$ cat src/rtl/udma_uart_poll_pkg.sv
// Shared definitions for the UART RX polling sequencer.
// Optional feature macro: UDMA_UART_POLL_ERR_EN (adds the ERROR register poll
// state and the sticky parity/overflow flags).
package udma_uart_poll_pkg;

    localparam logic [4:0] UART_REG_VALID = 5'h0C;
    localparam logic [4:0] UART_REG_DATA  = 5'h0D;
    localparam logic [4:0] UART_REG_ERROR = 5'h0A;

`ifdef UDMA_UART_POLL_ERR_EN
    typedef enum logic [2:0] {
        ST_IDLE     = 3'd0,
        ST_WAIT     = 3'd1,
        ST_RD_VALID = 3'd2,
        ST_RD_DATA  = 3'd3,
        ST_RD_ERR   = 3'd4
    } poll_state_e;
`else
    typedef enum logic [1:0] {
        ST_IDLE     = 2'd0,
        ST_WAIT     = 2'd1,
        ST_RD_VALID = 2'd2,
        ST_RD_DATA  = 2'd3
    } poll_state_e;
`endif

    // States in which the sequencer owns an outstanding register read.
    function automatic logic is_read_state(input poll_state_e st);
        logic rd;
        case (st)
            ST_RD_VALID: rd = 1'b1;
            ST_RD_DATA:  rd = 1'b1;
`ifdef UDMA_UART_POLL_ERR_EN
            ST_RD_ERR:   rd = 1'b1;
`endif
            default:     rd = 1'b0;
        endcase
        return rd;
    endfunction

    // Register address presented by the sequencer in a given state.
    function automatic logic [4:0] poll_addr(input poll_state_e st);
        logic [4:0] a;
        case (st)
            ST_RD_VALID: a = UART_REG_VALID;
            ST_RD_DATA:  a = UART_REG_DATA;
`ifdef UDMA_UART_POLL_ERR_EN
            ST_RD_ERR:   a = UART_REG_ERROR;
`endif
            default:     a = 5'h00;
        endcase
        return a;
    endfunction

endpackage

$ cat src/rtl/udma_uart_poll_fifo.sv
// Small synchronous byte FIFO holding bytes fetched by the RX poller.
// Pop on empty is ignored; push on full is ignored unless a pop frees a slot
// in the same cycle.
module udma_uart_poll_fifo #(
    parameter int DEPTH = 8
) (
    input  logic                     clk_i,
    input  logic                     rstn_i,
    input  logic                     push_i,
    input  logic [7:0]               data_i,
    input  logic                     pop_i,
    output logic [7:0]               data_o,
    output logic                     full_o,
    output logic                     empty_o,
    output logic [$clog2(DEPTH):0]   count_o
);

    localparam int AW = $clog2(DEPTH);

    logic [7:0]    mem_q [DEPTH];
    logic [AW-1:0] wptr_q, wptr_d;
    logic [AW-1:0] rptr_q, rptr_d;
    logic [AW:0]   count_q, count_d;
    logic          do_push_s, do_pop_s;

    assign empty_o   = (count_q == '0);
    assign full_o    = (count_q == (AW + 1)'(DEPTH));
    assign count_o   = count_q;
    assign data_o    = mem_q[rptr_q];
    assign do_pop_s  = pop_i && !empty_o;
    assign do_push_s = push_i && (!full_o || do_pop_s);

    // Next-state pointers and occupancy from the qualified push/pop pair.
    always_comb begin
        wptr_d  = wptr_q;
        rptr_d  = rptr_q;
        count_d = count_q;
        if (do_push_s) begin
            wptr_d = wptr_q + AW'(1);
        end else begin
            wptr_d = wptr_q;
        end
        if (do_pop_s) begin
            rptr_d = rptr_q + AW'(1);
        end else begin
            rptr_d = rptr_q;
        end
        case ({do_push_s, do_pop_s})
            2'b10:   count_d = count_q + (AW + 1)'(1);
            2'b01:   count_d = count_q - (AW + 1)'(1);
            default: count_d = count_q;
        endcase
    end

    // Pointer and occupancy registers; reset empties the FIFO.
    always_ff @(posedge clk_i or negedge rstn_i) begin
        if (!rstn_i) begin
            wptr_q  <= '0;
            rptr_q  <= '0;
            count_q <= '0;
        end else begin
            wptr_q  <= wptr_d;
            rptr_q  <= rptr_d;
            count_q <= count_d;
        end
    end

    // Storage array; contents are don't-care until written, so no reset.
    always_ff @(posedge clk_i) begin
        if (do_push_s) begin
            mem_q[wptr_q] <= data_i;
        end
    end

endmodule

$ cat src/rtl/udma_uart_rx_poller.sv
// UART RX poller: shares the UART register cfg port between the host and an
// internal sequencer that reads VALID then DATA during host-idle cycles and
// queues received bytes in a FIFO. Host always wins the port.
// Optional feature macro: UDMA_UART_POLL_ERR_EN (ERROR register poll after
// each byte, sticky err_parity_o / err_overflow_o, err_clr_i).
module udma_uart_rx_poller
    import udma_uart_poll_pkg::*;
#(
    parameter int FIFO_DEPTH = 8,
    parameter int CNT_W      = 16
) (
    input  logic                          clk_i,
    input  logic                          rstn_i,
    input  logic [31:0]                   host_cfg_data_i,
    input  logic [4:0]                    host_cfg_addr_i,
    input  logic                          host_cfg_valid_i,
    input  logic                          host_cfg_rwn_i,
    output logic [31:0]                   host_cfg_data_o,
    output logic                          host_cfg_ready_o,
    output logic [31:0]                   cfg_data_o,
    output logic [4:0]                    cfg_addr_o,
    output logic                          cfg_valid_o,
    output logic                          cfg_rwn_o,
    input  logic [31:0]                   cfg_data_i,
    input  logic                          cfg_ready_i,
    input  logic                          poll_en_i,
    input  logic [CNT_W-1:0]              poll_interval_i,
    output logic [7:0]                    rx_data_o,
    output logic                          rx_valid_o,
    input  logic                          rx_ready_i,
    output logic [$clog2(FIFO_DEPTH):0]   fifo_count_o,
`ifdef UDMA_UART_POLL_ERR_EN
    input  logic                          err_clr_i,
    output logic                          err_parity_o,
    output logic                          err_overflow_o,
`endif
    output logic                          poll_busy_o
);

    poll_state_e      state_q, state_d;
    logic [CNT_W-1:0] cnt_q, cnt_d;
    logic             poll_req_s;
    logic             poll_done_s;
    logic             push_s;
    logic             fifo_full_s;
    logic             fifo_empty_s;
`ifdef UDMA_UART_POLL_ERR_EN
    logic [1:0]       err_q, err_d;
    logic [1:0]       err_set_s;
`endif

    assign poll_req_s  = is_read_state(state_q);
    // A poller read retires only when the host is absent and the UART is ready.
    assign poll_done_s = poll_req_s && !host_cfg_valid_i && cfg_ready_i;
    assign poll_busy_o = (state_q != ST_IDLE);
    assign rx_valid_o  = !fifo_empty_s;

    // Combinational cfg port mux: host has absolute priority.
    always_comb begin
        cfg_valid_o      = 1'b0;
        cfg_addr_o       = 5'h00;
        cfg_rwn_o        = 1'b0;
        cfg_data_o       = 32'h0000_0000;
        host_cfg_data_o  = 32'h0000_0000;
        host_cfg_ready_o = 1'b0;
        if (host_cfg_valid_i) begin
            cfg_valid_o      = 1'b1;
            cfg_addr_o       = host_cfg_addr_i;
            cfg_rwn_o        = host_cfg_rwn_i;
            cfg_data_o       = host_cfg_data_i;
            host_cfg_data_o  = cfg_data_i;
            host_cfg_ready_o = cfg_ready_i;
        end else begin
            cfg_valid_o = poll_req_s;
            cfg_addr_o  = poll_addr(state_q);
            cfg_rwn_o   = poll_req_s;
        end
    end

    // Sequencer next-state, interval counter and FIFO push decision.
    always_comb begin
        state_d = state_q;
        cnt_d   = cnt_q;
        push_s  = 1'b0;
`ifdef UDMA_UART_POLL_ERR_EN
        err_set_s = 2'b00;
`endif
        case (state_q)
            ST_IDLE: begin
                cnt_d = '0;
                if (poll_en_i) begin
                    state_d = ST_WAIT;
                end else begin
                    state_d = ST_IDLE;
                end
            end
            ST_WAIT: begin
                if (!poll_en_i) begin
                    state_d = ST_IDLE;
                    cnt_d   = '0;
                end else if ((cnt_q >= poll_interval_i) && !fifo_full_s) begin
                    state_d = ST_RD_VALID;
                    cnt_d   = '0;
                end else if (cnt_q != {CNT_W{1'b1}}) begin
                    cnt_d = cnt_q + CNT_W'(1);
                end else begin
                    cnt_d = cnt_q;
                end
            end
            ST_RD_VALID: begin
                if (!poll_en_i) begin
                    state_d = ST_IDLE;
                end else if (poll_done_s) begin
                    state_d = cfg_data_i[0] ? ST_RD_DATA : ST_WAIT;
                end else begin
                    state_d = ST_RD_VALID;
                end
            end
            ST_RD_DATA: begin
                // A completing read always delivers its byte, even if polling
                // is being switched off in the same cycle.
                push_s = poll_done_s;
                if (!poll_en_i) begin
                    state_d = ST_IDLE;
                end else if (host_cfg_valid_i) begin
                    // Host may have consumed DATA itself: re-check VALID.
                    state_d = ST_RD_VALID;
                end else if (poll_done_s) begin
`ifdef UDMA_UART_POLL_ERR_EN
                    state_d = ST_RD_ERR;
`else
                    state_d = ST_WAIT;
`endif
                end else begin
                    state_d = ST_RD_DATA;
                end
            end
`ifdef UDMA_UART_POLL_ERR_EN
            ST_RD_ERR: begin
                if (poll_done_s) begin
                    err_set_s = cfg_data_i[1:0];
                end else begin
                    err_set_s = 2'b00;
                end
                if (!poll_en_i) begin
                    state_d = ST_IDLE;
                end else if (poll_done_s) begin
                    state_d = ST_WAIT;
                end else begin
                    state_d = ST_RD_ERR;
                end
            end
`endif
            default: begin
                state_d = ST_IDLE;
                cnt_d   = '0;
            end
        endcase
    end

    // Sequencer state and interval counter registers.
    always_ff @(posedge clk_i or negedge rstn_i) begin
        if (!rstn_i) begin
            state_q <= ST_IDLE;
            cnt_q   <= '0;
        end else begin
            state_q <= state_d;
            cnt_q   <= cnt_d;
        end
    end

`ifdef UDMA_UART_POLL_ERR_EN
    // Sticky error flags: a set in the same cycle overrides the clear.
    always_comb begin
        err_d = (err_q & ~{2{err_clr_i}}) | err_set_s;
    end

    // Error flag registers.
    always_ff @(posedge clk_i or negedge rstn_i) begin
        if (!rstn_i) begin
            err_q <= 2'b00;
        end else begin
            err_q <= err_d;
        end
    end

    assign err_parity_o   = err_q[1];
    assign err_overflow_o = err_q[0];
`endif

    udma_uart_poll_fifo #(
        .DEPTH (FIFO_DEPTH)
    ) u_fifo (
        .clk_i   (clk_i),
        .rstn_i  (rstn_i),
        .push_i  (push_s),
        .data_i  (cfg_data_i[7:0]),
        .pop_i   (rx_ready_i),
        .data_o  (rx_data_o),
        .full_o  (fifo_full_s),
        .empty_o (fifo_empty_s),
        .count_o (fifo_count_o)
    );

endmodule

$ cat config.mk
export PLATFORM = sky130hd
export DESIGN_NAME = udma_uart_rx_poller
export DESIGN_NICKNAME = d
export VERILOG_FILES = /design/src/rtl/udma_uart_poll_pkg.sv /design/src/rtl/udma_uart_poll_fifo.sv /design/src/rtl/udma_uart_rx_poller.sv
export SDC_FILE = /design/constraint.sdc
export NUM_CORES = 1
export LEC_CHECK = 0
export ABC_AREA = 1
export BUFFER_PORTS_ARGS = -buffer_cell sky130_fd_sc_hd__buf_2
export CAP_MARGIN = 20
export CORE_UTILIZATION = 45
export DETAILED_ROUTE_END_ITERATION = 12
export PLACE_DENSITY_LB_ADDON = 0.25
export SYNTH_ARGS = -nofsm -noshare
export SYNTH_HDL_FRONTEND = slang
export SYNTH_HIERARCHICAL = 1
export SYNTH_SLANG_ARGS = --single-unit
export TNS_END_PERCENT = 10
$ cat constraint.sdc
create_clock -name clk_i -period 4.1 [get_ports clk_i]
set_input_delay 0.615 -clock clk_i [delete_from_list [all_inputs] [get_ports clk_i]]
set_output_delay 0.615 -clock clk_i [all_outputs]
set_load 0.02 [all_outputs]
==> flow_summary.json, run 1 <==
{
  "outcome": "completed",
  "fmax_ghz": 0.363,
  "netlist_area_mm2": 0.00527,
  "synth_compound_area_frac": 0.0729,
  "drtPass1Iterations": 8,
  "dp_cells": 932,
  "die_area_mm2": 0.0122,
  "synth_top_area_cell": "edfxtp_1",
  "peakVddDrop_v": 0.000327,
  "clockBufferDepth": 2,
  "cts-root-buf": "clkbuf_16",
  "vias": 4785,
  "critPathCaptureType": "output port",
  "power.density_mw_per_mm2": 488,
  "avgRoutedWirePerCell_um": 15.6,
  "vias_per_cell": 5.04,
  "cts-htree-levels": 3,
  "nets": 915,
  "hpwl_mm": 11.5,
  "rsz0062_at_grt": "false",
  "postRouteAntennaNets": 0,
  "slowest_stage": "dfrtp_1",
  "multi_input_area_mm2": 0.00205,
  "synth_cell_type_count": 31,
  "final_cells": 949,
  "maxSlewViolCount": 0,
  "synth_commonest_cells": "nand2_1 (164), inv_1 (125), edfxtp_1 (64), nor2_1 (53), o21ai_0 (41)",
  "postCtsSetupBuffers": 0,
  "drtIter0Drc": 289,
  "cts_hold_buffers": 0,
  "dpl_worst_slack_ps": 1250,
  "drc_errors": 0,
  "layout-drive-gt1-share": 0.268,
  "setup_viol": 0,
  "cts_buffers": 9,
  "dieWidth_um": 110,
  "final.min_clock_period_ps": 2750,
  "syn_inst": 632,
  "fin_crit_sh": 0.672,
  "maxCapViolations": 0,
  "ctsResizeCount": 0,
  "p_leak_nw": 3.60,
  "p_sw_w": 0.00129,
  "synth_seq_area_share": 0.497,
  "synthAdderAreaFrac": 0.0536,
  "die_y_um": 110,
  "grt_pass1_wl_mm": 22.4,
  "synth_xor_area_frac": 0.0266,
  "grt_max_degree": 73,
  "swShare": 0.405,
  "synth_top_family_by_area": "simple AND/OR/NAND/NOR gates",
  "grt_pass1_vias": 4616,
  "clock_skew_ps": 7.04,
  "crit_buf_inv": 2,
  "rrSetupSlack_ps": 1420,
  "p_seq_frac": 0.379,
  "synth_top_cell_area_share": 0.364,
  "crit_family": "flip-flops",
  "critPathLaunchType": "flop",
  "worst_slack_ps": 1350,
  "critPathMaxFanout": 25,
  "synth-edff-count": 64,
  "regArea_mm2": 0.00262,
  "crit_chain": "inv_2 > o21ai_0 > o21ai_1 > nand2_1 > nand2_1 > buf_2",
  "cts_tree": "built",
  "clkPwrFrac": 0.247,
  "clk_latency_ps": 340,
  "p_int_w": 0.00190,
  "finalSetupTns_ps": 0,
  "relSlewSlack": 0.304,
  "io_buffer_count": 177,
  "worstMarginPinSlew_ps": 1040,
  "diodes": 0,
  "yosys_warnings": 6,
  "syn_avg_cell_area_um2": 8.34,
  "synthTopCellsByArea": "edfxtp_1 (36%), dfrtp_1 (13%), nand2_1 (12%), inv_1 (8.9%), ha_1 (5.0%)",
  "yosys_most_used_dff": "edfxtp_1",
  "cp_slowest_stage_delay_ps": 720,
  "start_util": 0.462,
  "place_congestion": 0.890,
  "syn_nets": 746,
  "cts.sinks": 92,
  "clk_pin_slew_ps": 70,
  "p_comb_frac": 0.375,
  "pin_count": 178,
  "criticalPathCategory": "reg -> out",
  "grtUsageTotal": 0.251,
  "cp_common_cell": "nand2_1",
  "rows": 39,
  "hold_violations": 0,
  "synth.most_common_cell": "nand2_1",
  "area_growth_pct": 23.8,
  "antenna_found_initial": 0,
  "async_flop_share": 0.304,
  "yosys.area_share.simple": 0.218,
  "synth.area.mux_share": 0.0173,
  "grt_remaining_overflow": 0,
  "nFillCells": 1073,
  "hold_class": "in -> async",
  "ys_ff_latch": 92,
  "arrival_ps": 2140,
  "core-area_mm2": 0.0114,
  "required_ps": 3480,
  "finalWirelength_mm": 14.8
}
==> sequential cells by signal, summed over array words and instances, names as in the netlist <==
register        cells
u_fifo/count_o      4
u_fifo/mem_q       64
u_fifo/rptr_q       3
state_q             2
cnt_q              16
u_fifo/wptr_q       3
==> power groups by stage <==
| stage | logic [W] | clock network, W | registers (W) |
|---|---|---|---|
| after floorplan | 0.000874 | 0 | 0.00117 |
| after global placement | 0.00115 | 0 | 0.00122 |
| after detailed placement | 0.00119 | 0 | 0.00123 |
| after CTS | 0.00119 | 0.000800 | 0.00121 |
| after global routing | 0.00132 | 0.000832 | 0.00122 |
| final | 0.00119 | 0.000786 | 0.00121 |
==> final timing paths <==
check | start | end | cells after the start
max | u_fifo/rptr_q[0] | rx_data_o[0] | 6
min | rstn_i | cnt_q[4] | 1
max reg2reg | state_q[1] | u_fifo/count_o[3] | 14
min reg2reg | cnt_q[9] | cnt_q[9] | 2
max in group asynchronous | rstn_i | u_fifo/wptr_q[0] | 1
min in group clk_i | cnt_q[9] | cnt_q[9] | 2
==> layout make-up <==
cell class              count  area share
well taps                 143      0.0274
clock buffers               9      0.0345
multi-input cells         389       0.314
repair buffers            181       0.140
clock inverters             7     0.00901
inverters                 128      0.0736
flip-flops and latches     92       0.402
==> cells by family (layout without fill, tap and decap cells) <==
| group | Yosys count | in the layout |
|---|---|---|
| compound gates | 74 | 74 |
| flops | 92 | 92 |
| fa+ha+maj | 22 | 22 |
| mux | 9 | 9 |
| simple gates | 268 | 268 |
| buf+inv | 151 | 325 |
| xor+xnor | 16 | 16 |
==> layer usage <==
layer  share of wire  track usage  vias to the layer above
met5               0            0                        -
met4           0.030        0.104                        0
met3           0.058       0.0523                       26
met2            0.54        0.462                      181
met1            0.37        0.280                     2238
li1                -            -                     2340
==> placed cells by master (no fill, tap or decap), types with 2 or more instances in the layout <==
cell type	netlist	routed
nor2_1	53	53
nor3_1	8	8
a21oi_1	10	10
clkbuf_16	0	9
nor2_2	3	3
dfrtp_1	28	28
buf_4	1	3
xnor2_1	3	3
nand4_1	15	15
edfxtp_1	64	64
o21ai_0	41	41
inv_2	2	2
inv_1	125	125
nand2_2	4	4
inv_6	0	2
o21ai_1	14	14
mux2i_1	8	8
nand3_2	3	3
o22ai_1	8	8
clkinv_2	0	2
nand2_4	3	3
nand3_1	13	13
buf_2	8	178
ha_1	21	21
inv_8	0	2
xor2_1	13	13
nand2_1	164	164
==> stage by stage <==
stage               total power (W)  hold WS, ps   util  cell area (um2)
floorplan                   0.00204          319      -             5270
global placement            0.00238          503  0.546             6240
detailed placement          0.00241          506  0.546             6240
CTS                         0.00320          315  0.571             6520
global route                0.00337          342  0.572             6530
finish                      0.00319          286  0.572             6530
No activity file was read; power rests on OpenSTA's default activity.
==> inputs of run 2 (changes only) <==
--- a/config.mk
+++ b/config.mk
@@ -5,7 +5,7 @@
 export SDC_FILE = /design/constraint.sdc
 export NUM_CORES = 1
 export LEC_CHECK = 0
-export ABC_AREA = 1
+export ABC_AREA = 0
 export BUFFER_PORTS_ARGS = -buffer_cell sky130_fd_sc_hd__buf_2
 export CAP_MARGIN = 20
 export CORE_UTILIZATION = 45
==> constraint.sdc (replaced) <==
create_clock -name clk_i -period 2.3 [get_ports clk_i]
set_input_delay 0.345 -clock clk_i [delete_from_list [all_inputs] [get_ports clk_i]]
set_output_delay 0.345 -clock clk_i [all_outputs]
set_load 0.02 [all_outputs]
==> flow_summary.json, run 2 <==
{
  "outcome": "completed",
  "peakVddDrop_v": 0.000605,
  "final.min_clock_period_ps": 2260,
  "cts.sinks": 92,
  "finalWirelength_mm": 13.2,
  "arrival_ps": 2530,
  "power.density_mw_per_mm2": 874,
  "rows": 38,
  "die_y_um": 109,
  "async_flop_share": 0.304,
  "yosys.area_share.simple": 0.196,
  "clk_pin_slew_ps": 70,
  "clk_latency_ps": 330,
  "synthAdderAreaFrac": 0.0544,
  "regArea_mm2": 0.00263,
  "fin_crit_sh": 0.984,
  "criticalPathCategory": "reg -> reg",
  "crit_chain": "or3_4 > o21ai_4 > or2_4 > inv_4 > ha_4 > a211o_1 > nand3_2 > mux2_2 > nand3b_1",
  "yosys_warnings": 6,
  "vias": 4146,
  "worstMarginPinSlew_ps": 659,
  "dpl_worst_slack_ps": -111,
  "nFillCells": 875,
  "io_buffer_count": 177,
  "nets": 757,
  "die_area_mm2": 0.0120,
  "cts_tree": "built",
  "synth_cell_type_count": 55,
  "synth_commonest_cells": "and2_1 (68), edfxtp_1 (64), nand2_1 (36), inv_1 (29), dfrtp_1 (28)",
  "area_growth_pct": 32.0,
  "syn_nets": 547,
  "hold_class": "in -> async",
  "cp_slowest_stage_delay_ps": 410,
  "synth.most_common_cell": "and2_1",
  "final_cell_mix": "buf_2 (177), and2_1 (68), edfxtp_1 (64), buf_4 (40), nand2_1 (35)",
  "grt_remaining_overflow": 0,
  "cts_buffers": 9,
  "synth-edff-count": 64,
  "postRouteAntennaNets": 0,
  "synth_top_cell_area_share": 0.370,
  "grt_pass1_wl_mm": 20.1,
  "relSlewSlack": 0.561,
  "synth_seq_area_share": 0.505,
  "grt_pass1_vias": 4087,
  "largest_register_ff_count": 64,
  "grtUsageTotal": 0.224,
  "slowest_stage": "or3_4",
  "dieWidth_um": 109,
  "synthTopCellsByArea": "edfxtp_1 (37%), dfrtp_1 (13%), and2_1 (8.2%), mux4_1 (8.1%), ha_1 (5.1%)",
  "critPathLaunchType": "flop",
  "synth_compound_area_frac": 0.0768,
  "cts-root-buf": "clkbuf_16",
  "syn_inst": 433,
  "multi_input_area_mm2": 0.00240,
  "hpwl_mm": 10.0,
  "vias_per_cell": 5.25,
  "synth_xor_area_frac": 0.0118,
  "maxCapViolations": 0,
  "worst_slack_ps": 36.8,
  "drtIter0Drc": 250,
  "setup_viol": 0,
  "layout-drive-gt1-share": 0.437,
  "hold_violations": 0,
  "drc_errors": 0,
  "syn_avg_cell_area_um2": 12.0,
  "fmax_ghz": 0.442,
  "synth_top_area_cell": "edfxtp_1",
  "cts-htree-levels": 3,
  "netlist_area_mm2": 0.00520,
  "largest-register": "u_fifo/mem_q",
  "start_util": 0.471,
  "pin_count": 178,
  "drtPass1Iterations": 5,
  "clock_skew_ps": 8.27,
  "final_common_cell": "buf_2",
  "core-area_mm2": 0.0110,
  "antenna_found_initial": 1,
  "required_ps": 2570,
  "critPathMaxFanout": 2,
  "critPathCaptureType": "flop",
  "place_congestion": 0.881,
  "yosys_most_used_dff": "edfxtp_1",
  "dpl_cell_area_mm2": 0.00645,
  "ys_ff_latch": 92,
  "cts_hold_buffers": 0,
  "clockBufferDepth": 2,
  "synth_top_family_by_area": "simple AND/OR/NAND/NOR gates",
  "rsz0062_at_grt": "true",
  "p_leak_nw": 3.06,
  "grt_max_degree": 73,
  "maxSlewViolCount": 0,
  "synth.area.mux_share": 0.113,
  "avgRoutedWirePerCell_um": 16.7,
  "final_cell_area_mm2": 0.00686
}
==> run 2: cell types whose count changed in the layout (fill, tap and decap cells not counted), moves of 6 or more <==
| cell | before | now |
|---|---|---|
| inv_1 | 125 | 27 |
| o21ai_0 | 41 | 7 |
| mux2_2 | 1 | 10 |
| nand2b_1 | 0 | 7 |
| nor2_1 | 53 | 18 |
| a31oi_1 | 0 | 6 |
| nand2_1 | 164 | 35 |
| mux4_1 | 0 | 14 |
| buf_4 | 3 | 40 |
| o21ai_1 | 14 | 2 |
| xor2_1 | 13 | 2 |
| and2_1 | 0 | 68 |
==> run 2: logic make-up after synthesis <==
family | Yosys count
flops | 92
compound gates | 49
buf+inv | 50
fa+ha+maj | 22
simple gates | 182
xor+xnor | 7
mux | 31
==> run 2: power breakdown <==
part	internal, W	leakage [nW]	switching [W]
logic	0.00112	1.97	0.00120
registers	0.00190	0.943	0.000188
clock network	0.000964	0.154	0.000617
total	0.00399	3.06	0.00201
==> run 2: path summary, 6_finish.rpt <==
path / from / endpoint / slack, ps / cells after the start
setup / recovery: u_fifo/count_o[2] / u_fifo/count_o[3] / 40 / 9
hold / removal: rstn_i / cnt_q[15] / 40 / 1
setup reg to reg: u_fifo/count_o[2] / u_fifo/count_o[3] / 40 / 9
hold reg to reg: cnt_q[1] / cnt_q[1] / 560 / 1
max in group asynchronous: rstn_i / u_fifo/rptr_q[1] / 1780 / 1
min in group clk_i: poll_en_i / state_q[0] / 290 / 3
==> run 2: through the flow <==
step	instances	power (W)	setup TNS (ps)	hold WS, ps	util
after floorplan	433	0.00364	-841	49.4	-
after global placement	768	0.00429	-128	408	0.585
after detailed placement	768	0.00435	-661	421	0.585
after CTS	785	0.00595	-9.60	58.1	0.616
after global routing	789	0.00634	-493	85.4	0.622
final	789	0.00599	0	35.4	0.622
==> run 2: area by class of cell <==
cell class / count / area share
tap: 140 / 0.0255
inverter: 29 / 0.0162
clock inverter: 6 / 0.0137
antenna: 1 / 0.000365
clock buffer: 10 / 0.0334
multi-input combinational: 291 / 0.350
sequential: 92 / 0.383
timing repair buffer: 220 / 0.178
==> run 2: repair_timing <==
item                       in CTS  in global routing
pin swaps                       1                  7
gates resized for setup         5                 13
setup endpoints to repair      14                 16
buffers inserted                1                  3
==> run 2: worst max-delay path: cells and delay by family (launching register included) <==
| kind | cells | cell delay [ps] |
|---|---|---|
| adders and majority gates | 1 | 220 |
| AOI/OAI and AO/OA | 2 | 490 |
| buffers and inverters | 1 | 40 |
| DFF | 1 | 380 |
| and+or+nand+nor | 4 | 740 |
| muxes | 1 | 330 |
==> run 2: metal layers <==
metal,routed length (um),track usage
met5,0,0
met4,178,0.0686
met1,5240,0.267
met2,6970,0.410
met3,772,0.0403
==> inputs of run 3 (changes only) <==
--- a/config.mk
+++ b/config.mk
@@ -10,6 +10,7 @@
 export CAP_MARGIN = 20
 export CORE_UTILIZATION = 45
 export DETAILED_ROUTE_END_ITERATION = 12
+export GPL_ROUTABILITY_DRIVEN = 0
 export PLACE_DENSITY_LB_ADDON = 0.25
 export SYNTH_ARGS = -nofsm -noshare
 export SYNTH_HDL_FRONTEND = slang
==> constraint.sdc (replaced) <==
create_clock -name clk_i -period 2.3 [get_ports clk_i]
set_input_delay 0.46 -clock clk_i [delete_from_list [all_inputs] [get_ports clk_i]]
set_output_delay 0.46 -clock clk_i [all_outputs]
set_load 0.02 [all_outputs]
==> flow_summary.json, run 3 (synthesis results as in run 2) <==
{
  "clk_pin_slew_ps": 70,
  "violations": "setup timing",
  "arrival_ps": 1870,
  "dieWidth_um": 109,
  "hold_class": "in -> async",
  "hold_violations": 0,
  "fmax_ghz": 0.429,
  "total_power_w": 0.00619,
  "setup_viol": 8,
  "final.min_clock_period_ps": 2330,
  "die_area_mm2": 0.0120,
  "nFillCells": 879,
  "vias": 4102,
  "final_cell_mix": "buf_2 (169), and2_1 (68), edfxtp_1 (64), buf_4 (42), nand2_1 (35)",
  "maxSlewViolCount": 0,
  "cts_tree": "built",
  "dpl_worst_slack_ps": -221,
  "grtUsageTotal": 0.215,
  "diodes": 0,
  "pin_count": 178,
  "cts.sinks": 92,
  "dp_cells": 771,
  "vias_per_cell": 5.19,
  "drc_errors": 0,
  "final_core_utilization": 0.627,
  "core-area_mm2": 0.0110,
  "nets": 760,
  "final_cells": 791,
  "outcome": "complete, but fails checks",
  "antenna_found_initial": 0,
  "clk_latency_ps": 340,
  "criticalPathCategory": "reg -> out",
  "power.density_mw_per_mm2": 894,
  "largest_register_ff_count": 64,
  "rows": 38,
  "rsz0062_at_grt": "true",
  "die_y_um": 109,
  "postRouteAntennaNets": 0,
  "start_util": 0.471,
  "grt_remaining_overflow": 0,
  "largest-register": "u_fifo/mem_q",
  "area_growth_pct": 33.2,
  "grt_pass1_wl_mm": 19.4,
  "fin_crit_sh": 1.01,
  "grt_pass1_vias": 3935,
  "maxCapViolations": 0,
  "required_ps": 1840,
  "avgRoutedWirePerCell_um": 16.1,
  "relSlewSlack": 0.566,
  "p_leak_nw": 3.07,
  "critPathLaunchType": "flop",
  "cts-root-buf": "clkbuf_16",
  "drtPass1Iterations": 4,
  "grt_max_degree": 73,
  "layout-drive-gt1-share": 0.464,
  "clock_skew_ps": 12.6,
  "cts_buffers": 9,
  "finalWirelength_mm": 12.8,
  "critPathMaxFanout": 5,
  "hold_ws_ps": 141,
  "peakVddDrop_v": 0.000659,
  "hpwl_mm": 9.24,
  "drtIter0Drc": 209,
  "final_common_cell": "buf_2",
  "critPathCaptureType": "output port",
  "worstMarginPinSlew_ps": 651,
  "clockBufferDepth": 2,
  "rrSetupSlack_ps": 20,
  "worst_slack_ps": -31.8,
  "io_buffer_count": 177,
  "cts-htree-levels": 3
}
## run 3: cell types whose count changed in the layout (fill, tap and decap cells not counted), sizes merged
cell	change
clkbuf	-1
diode	-1
buf	+3
inv	+1
bufinv	-2
clkinv	+2
## run 3: final timing paths
check	startpoint	end	depth (start not counted)
setup / recovery	u_fifo/rptr_q[0]	rx_data_o[4]	4
hold / removal	rstn_i	cnt_q[7]	1
setup reg to reg	u_fifo/count_o[2]	u_fifo/count_o[3]	9
hold reg to reg	u_fifo/wptr_q[2]	u_fifo/wptr_q[2]	1
max in group asynchronous	rstn_i	u_fifo/rptr_q[0]	1
min in group clk_i	poll_en_i	state_q[0]	3
## run 3: routing by layer
layer,global-route usage,routed length [um],vias to the layer above
li1,-,-,1986
met4,0.0524,110,0
met2,0.396,6710,146
met3,0.0326,654,13
met1,0.264,5290,1957
met5,0,0,-
## run 3: through the flow
step                      instance area (um2)  TNS [ps]
final                                    6920      -180
after global routing                     6920      -858
after CTS                                6900      -834
after detailed placement                 6500     -2430
after global placement                   6500     -1070
after floorplan                          5230      -640
## run 3: worst max-delay path, stage by stage, from the launching register on
cell and delay (ps):
dfrtp_2 450, buf_12 150, mux4_2 510, mux2_4 290
buf_6 130
## run 3: power breakdown
part | total (W) | leakage (nW) | internal, W | switching (W)
combinational | 0.00261 | 1.98 | 0.00138 | 0.00122
clock | 0.00144 | 0.140 | 0.000760 | 0.000679
sequential | 0.00214 | 0.941 | 0.00190 | 0.000239
total | 0.00619 | 3.07 | 0.00405 | 0.00214
## run 3: cell type report
| cell class | count | area, um2 | area share |
|---|---|---|---|
| Clock buffer | 9 | 225 | 0.0325 |
| Clock inverter | 7 | 67.6 | 0.00976 |
| Inverter | 29 | 109 | 0.0157 |
| Multi-Input combinational cell | 291 | 2400 | 0.347 |
| Sequential cell | 92 | 2630 | 0.380 |
| Tap cell | 140 | 175 | 0.0253 |
| Timing Repair Buffer | 223 | 1310 | 0.190 |
## run 3: repair_timing
| action | in CTS | in global routing |
|---|---|---|
| hold buffers | 0 | 0 |
| pin swaps | 0 | 7 |
| gates cloned | 2 | 0 |
| setup endpoints to repair | 14 | 25 |
| setup buffers | 4 | 0 |
| resized for setup | 36 | 21 |
